===== src/rtl/dco_latch_bank_ctrl.sv =====
// Write sequencer for latch-based DCO tuning banks: frames each latch enable
// pulse with setup/hold margins on a shared, flop-driven latch data bus.
module dco_latch_bank_ctrl #(
  parameter int NBANKS    = 3,
  parameter int DW        = 8,
  parameter int SETUP_CYC = 2,
  parameter int PULSE_CYC = 2,
  parameter int HOLD_CYC  = 1
) (
  input  logic                                               clk,
  input  logic                                               rst_n,
  input  logic                                               req_valid,
  output logic                                               req_ready,
  input  logic [((NBANKS > 1) ? $clog2(NBANKS) : 1)-1:0]     req_bank,
  input  logic [DW-1:0]                                      req_data,
  output logic [DW-1:0]                                      lat_d,
  output logic [NBANKS-1:0]                                  lat_g,
  output logic                                               busy,
  output logic                                               done,
  output logic                                               err
);

  localparam int BW   = (NBANKS > 1) ? $clog2(NBANKS) : 1;
  localparam int MAXC = (SETUP_CYC > PULSE_CYC)
                        ? ((SETUP_CYC > HOLD_CYC) ? SETUP_CYC : HOLD_CYC)
                        : ((PULSE_CYC > HOLD_CYC) ? PULSE_CYC : HOLD_CYC);
  localparam int CW   = $clog2(MAXC + 1);

  typedef enum logic [1:0] {IDLE, SETUP, OPEN, HOLD} state_t;

  state_t              state, state_nx;
  logic [CW-1:0]       cnt, cnt_nx;
  logic [BW-1:0]       bank, bank_nx;
  logic [DW-1:0]       lat_d_nx;
  logic [NBANKS-1:0]   lat_g_nx;
  logic                done_nx, err_nx;
  logic                idle, accept, bank_ok, expire;

  assign idle      = (state == IDLE);
  // Ready is masked during reset so every output reads zero while rst_n is low.
  assign req_ready = idle && rst_n;
  assign busy      = !idle;
  assign accept    = req_valid && req_ready;
  assign bank_ok   = int'(req_bank) < NBANKS;
  assign expire    = (cnt == CW'(1));

  always_comb begin
    state_nx = state;
    cnt_nx   = cnt;
    bank_nx  = bank;
    lat_d_nx = lat_d;
    lat_g_nx = lat_g;
    done_nx  = 1'b0;
    err_nx   = 1'b0;
    case (state)
      IDLE: begin
        lat_g_nx = '0;
        if (accept) begin
          if (bank_ok) begin
            lat_d_nx = req_data;
            bank_nx  = req_bank;
            cnt_nx   = CW'(SETUP_CYC);
            state_nx = SETUP;
          end else begin
            err_nx = 1'b1;
          end
        end
      end
      SETUP: begin
        lat_g_nx = '0;
        if (expire) begin
          lat_g_nx = NBANKS'(1) << bank;
          cnt_nx   = CW'(PULSE_CYC);
          state_nx = OPEN;
        end else begin
          cnt_nx = cnt - CW'(1);
        end
      end
      OPEN: begin
        if (expire) begin
          lat_g_nx = '0;
          cnt_nx   = CW'(HOLD_CYC);
          state_nx = HOLD;
        end else begin
          cnt_nx = cnt - CW'(1);
        end
      end
      HOLD: begin
        // Data stays put here so the latch hold check after G falls is met.
        lat_g_nx = '0;
        if (expire) begin
          cnt_nx   = '0;
          done_nx  = 1'b1;
          state_nx = IDLE;
        end else begin
          cnt_nx = cnt - CW'(1);
        end
      end
      default: begin
        lat_g_nx = '0;
        state_nx = IDLE;
      end
    endcase
  end

  always_ff @(posedge clk or negedge rst_n) begin
    if (!rst_n) begin
      state <= IDLE;
      cnt   <= '0;
      bank  <= '0;
      lat_d <= '0;
      lat_g <= '0;
      done  <= 1'b0;
      err   <= 1'b0;
    end else begin
      state <= state_nx;
      cnt   <= cnt_nx;
      bank  <= bank_nx;
      lat_d <= lat_d_nx;
      lat_g <= lat_g_nx;
      done  <= done_nx;
      err   <= err_nx;
    end
  end

endmodule


===== config.mk =====
export PLATFORM = sky130hd
export DESIGN_NAME = dco_latch_bank_ctrl
export DESIGN_NICKNAME = d
export VERILOG_FILES = /design/src/rtl/dco_latch_bank_ctrl.sv
export SDC_FILE = /design/constraint.sdc
export NUM_CORES = 1
export LEC_CHECK = 0
export ABC_AREA = 1
export CAP_MARGIN = 25
export CORE_ASPECT_RATIO = 0.8
export CORE_MARGIN = 1
export CORE_UTILIZATION = 49
export DETAILED_ROUTE_END_ITERATION = 12
export PLACE_DENSITY = 0.85
export SETUP_SLACK_MARGIN = 0.2
export SYNTH_ARGS = -nofsm -noshare
export SYNTH_HDL_FRONTEND = slang
export SYNTH_SLANG_ARGS = --single-unit

===== constraint.sdc =====
create_clock -name clk -period 3.5 [get_ports clk]
set_input_delay 0.7 -clock clk [delete_from_list [all_inputs] [get_ports clk]]
set_output_delay 0.7 -clock clk [all_outputs]
set_load 0.01 [all_outputs]

======== Word level (Yosys, flattened, before mapping) ========
Index checks and enable logic that the tools add are counted.
Widths: inputs -> output; s select.
storage, ports and cells
  input port bits ......................... 13
  output and inout port bits .............. 15
  word-level logic and storage cells ...... 47
  bits in latches ......................... 0
  memories kept ........................... 0
  register bits ........................... 19
  bits in writable memories ............... 0
  ROM bits ................................ 0
cells by class
  $lt $le $gt $ge ......................... 1
  divide/modulo/power cells ............... 0
  mux-type cells .......................... 20
  bitwise logic cells ..................... 0
  add/subtract/negate cells ............... 1
  multipliers ............................. 0
  shift-type cells ........................ 1
  reduce and logical (&&, ||, !) cells .... 8
  eq/ne operators ......................... 9
operators by type and width
  cell                 number
  $mux 2               10
  $pmux 2 s4           2
  $pmux 3 s3           1
  $mux 3               2
  $ne 2x2->1 const B   3
  $mux 1               5
  $reduce_and 5->1     1
  $eq 2x1->1 const B   2
  $eq 2x2->1 const B   2
  $ne 2x1->1 const B   2
  $reduce_and 3->1     1
  $shl 1x2->3 const A  1
  $logic_and 1x1->1    2
  $logic_not 2->1      1
  $lt 2x2->1 const B   1
  $reduce_and 2->1     1
  $reduce_or 2->1      1
  $sub 2x1->2 const B  1
  $logic_not 1->1      1

======== Logic depth before layout (Yosys ltp) ========
  depth after elaboration ................. 5
  depth in mapped cells ................... 9

======== Worst setup path after synthesis ========
No wires, ideal clock.
  path kind ............................... input to output
  from .................................... in rst_n
  to ...................................... out req_ready
  stages .................................. 2
  arrival time ............................ 839 ps
  slack ................................... 1961 ps
  cells stage by stage .................... nand2_1 > clkinv_2
on the way
  word-level cells in the longest chain between the ends .. 1
ends and longest elaborated chain
  element            RTL line  source
  from (decl)        11        input logic rst_n,
  $logic_and 1x1->1  41        assign req_ready = idle && rst_n;
  to (decl)          13        output logic req_ready,
No other way between the ends.

======== Worst setup path after layout ========
Same ends and word-level chain as after synthesis.

==> out/qor.csv <==
metric,value,unit
status,"finished, final reports clean",
Pre-antenna DRT Iters,4,
Placement Cell Area,1260,um^2
"Reg clk slew, reported paths",0.10,ns
Syn Nets,133,
Final #Nets,165,
H-tree Lvls,1,
Area Growth Syn to Fin,33.0,%
Initial Util,0.557,
largest net degree at the start of global routing,21,
Crit Path Class,input port to primary output,
area of the multi-input gates,422,um^2
Worst Path Arrival,1.84,ns
launch point of the worst path,rst_n,
Most common cell on crit path,clkdlybuf4s50_1,
Post-CTS Setup Repair Bufs,0,
Leak Pwr,0.000649,uW
#FFs+latches synth,19,
post-synth top area cell,dfrtp_1,
flip-flop and latch area,475,um^2
first-pass GRT wire length,3510,um
cell area after synthesis,970,um^2
via count,828,
Max Clock Freq,0.394,GHz
ant diodes,0,
"EDFF count, synth",0,
library cells used by synthesis,17,
routed len/inst,12.9,um
RSZ-0062 raised after global routing,no,
quantity of hold-fixing buffers added after cts,0,
Detail Route Antenna Nets,0,
register area share after synthesis,0.490,
Final setup viols,0,
fin crit period,2.54,ns
Post-Place Worst Slack,0.965,ns
CP max stage delay,0.53,ns
Worst Max-Slew Pin Slew,0.299,ns
initial drt markers,14,
clock root buffer,clkbuf_4,
initial antenna violation count,0,
max_cap viols,0,
pwr dens,747,nW/um^2
chip height,41.8,um
"count leader, synth",nand2_1,
GRT Util Overall,0.221,
crit path cell chain,clkdlybuf4s50_1 -> nand2_1 -> clkinv_2 -> clkdlybuf4s50_1,
# IOs,28,
clock latency on the worst-skew pair,0.29,ns
row count,13,
metal3 WL,126,um
type of the most critical hold path,flip-flop to flip-flop,
Max Used Layer,met4,
HP Start,bank[0],
crit-path max FO,2,
Placer Congestion,0.836,
drt drc,0,
WP buf/inv,3,
dpl hpwl,1670,um
Tcrit/Tclk final,0.726,
final wirelength,2120,um
post_cts resized,0,
Min Hold Slack,0.487,ns
synth top area cells,"dfrtp_1 (49%), nand2_1 (14%), ha_1 (12%), inv_1 (5.8%), o21ai_0 (5.7%)",
Worst EP required,2.80,ns
clock sink count,19,
cell family with most CP delay,buffers and inverters,
CTS Buffer Depth,2,
PnR worst setup slack,0.959,ns
clk_skew,0.00251,ns
TritonCTS clock tree,built,
VDD IR max,510,uV
Num CTS Buffers,3,
global route overflow,0,
WL met1,942,um
cell count after synthesis,111,
share of flip-flops with an asynchronous set or reset,1.00,
Reg2Reg Depth,8,
mean post-synth cell area,8.74,um^2
CP endpoint kind,primary output,
R2R Path Start,state[0],
number of global-route vias before repair,813,
Final Instance Area,1290,um^2
Final TNS setup,0,ns
synth cell count leaders,"nand2_1 (36), dfrtp_1 (19), inv_1 (15)",
fill count,144,
YS warnings,0,
core area,1740,um^2
stages on the worst setup path,4,
post-synth top area share,0.490,
die width,51.7,um
IO buf count,27,
"Primary FF master, synth",dfrtp_1,
Worst Hold Depth,1,
Vias/cell,5.05,
Crit-path slowest cell,clkdlybuf4s50_1,
final hold viol count,0,
met2 wire length,1040,um
relative slew slack,0.800,
share of layout cells above drive strength 1,0.0775,
die area,2160,um^2
Setup crit start kind,input port,
max-slew violations,0,
layout make-up:
| cell class | count | share of cell area |
|---|---|---|
| Inverter | 16 | 0.0475 |
| Sequential cell | 19 | 0.369 |
| Timing Repair Buffer | 28 | 0.215 |
| Tap cell | 22 | 0.0213 |
| Clock buffer | 4 | 0.0204 |
| Multi-Input combinational cell | 75 | 0.327 |
logic make-up after synthesis:
| family | count (synthesis) | synth area share |
|---|---|---|
| compound gates | 18 | 0.111 |
| fa+ha+maj | 9 | 0.116 |
| buf+inv | 17 | 0.0748 |
| flops | 19 | 0.490 |
| simple gates | 48 | 0.208 |
worst paths after layout:
check | endpoint | slack (ns)
setup / recovery | req_ready | 0.96
hold / removal | lat_g[0] | 0.49
setup reg to reg | bank[0] | 1.93
hold reg to reg | lat_g[0] | 0.49
max in group asynchronous | lat_d[7] | 2.52
min in group asynchronous | done | 0.77
cells in the final DEF, fill, tap and decap left out, drive strengths merged:
cell type / instances
nand2: 37
a21oi: 1
clkdlybuf4s50: 27
ha: 9
o31ai: 3
nor2: 5
o21ai: 13
nand3: 5
inv: 15
buf: 1
dfrtp: 19
or2: 1
o21bai: 1
clkinv: 1
clkbuf: 4
routing by layer:
layer,up-vias,global-route usage
met5,-,0
li1,412,-
met1,392,0.288
met3,2,0.0659
met2,22,0.369
met4,0,0.0324
through the flow:
step | util | total power [uW] | instances
3_3_place_gp | 0.726 | 833 | 160
6_report | 0.741 | 964 | 164
3_5_place_dp | 0.726 | 860 | 160
4_1_cts | 0.741 | 969 | 164
5_1_grt | 0.741 | 1050 | 164
2_1_floorplan | - | 640 | 111
where the power goes:
part | total [uW] | internal, uW | leakage (uW) | switching [uW]
combinational | 495 | 227 | 0.000391 | 268
clock | 106 | 44.3 | 0.0000150 | 61.7
sequential | 363 | 304 | 0.000243 | 58.7
total | 964 | 576 | 0.000649 | 388
flip-flops by register name, indices dropped and copies added, names as in the netlist:
name   flops
done       1
state      2
lat_g      3
bank       2
lat_d      8
cnt        2
err        1
worst reg2reg max path, cell delays in order (launching register included):
cell and delay (ns):
dfrtp_1 0.44, inv_1 0.12, ha_1 0.19, nand2_1 0.07
clkinv_2 0.06, nand2_2 0.14, nor2_4 0.29, nand2_1 0.12
o21ai_2 0.07
No activity file was read; power rests on OpenSTA's default activity.
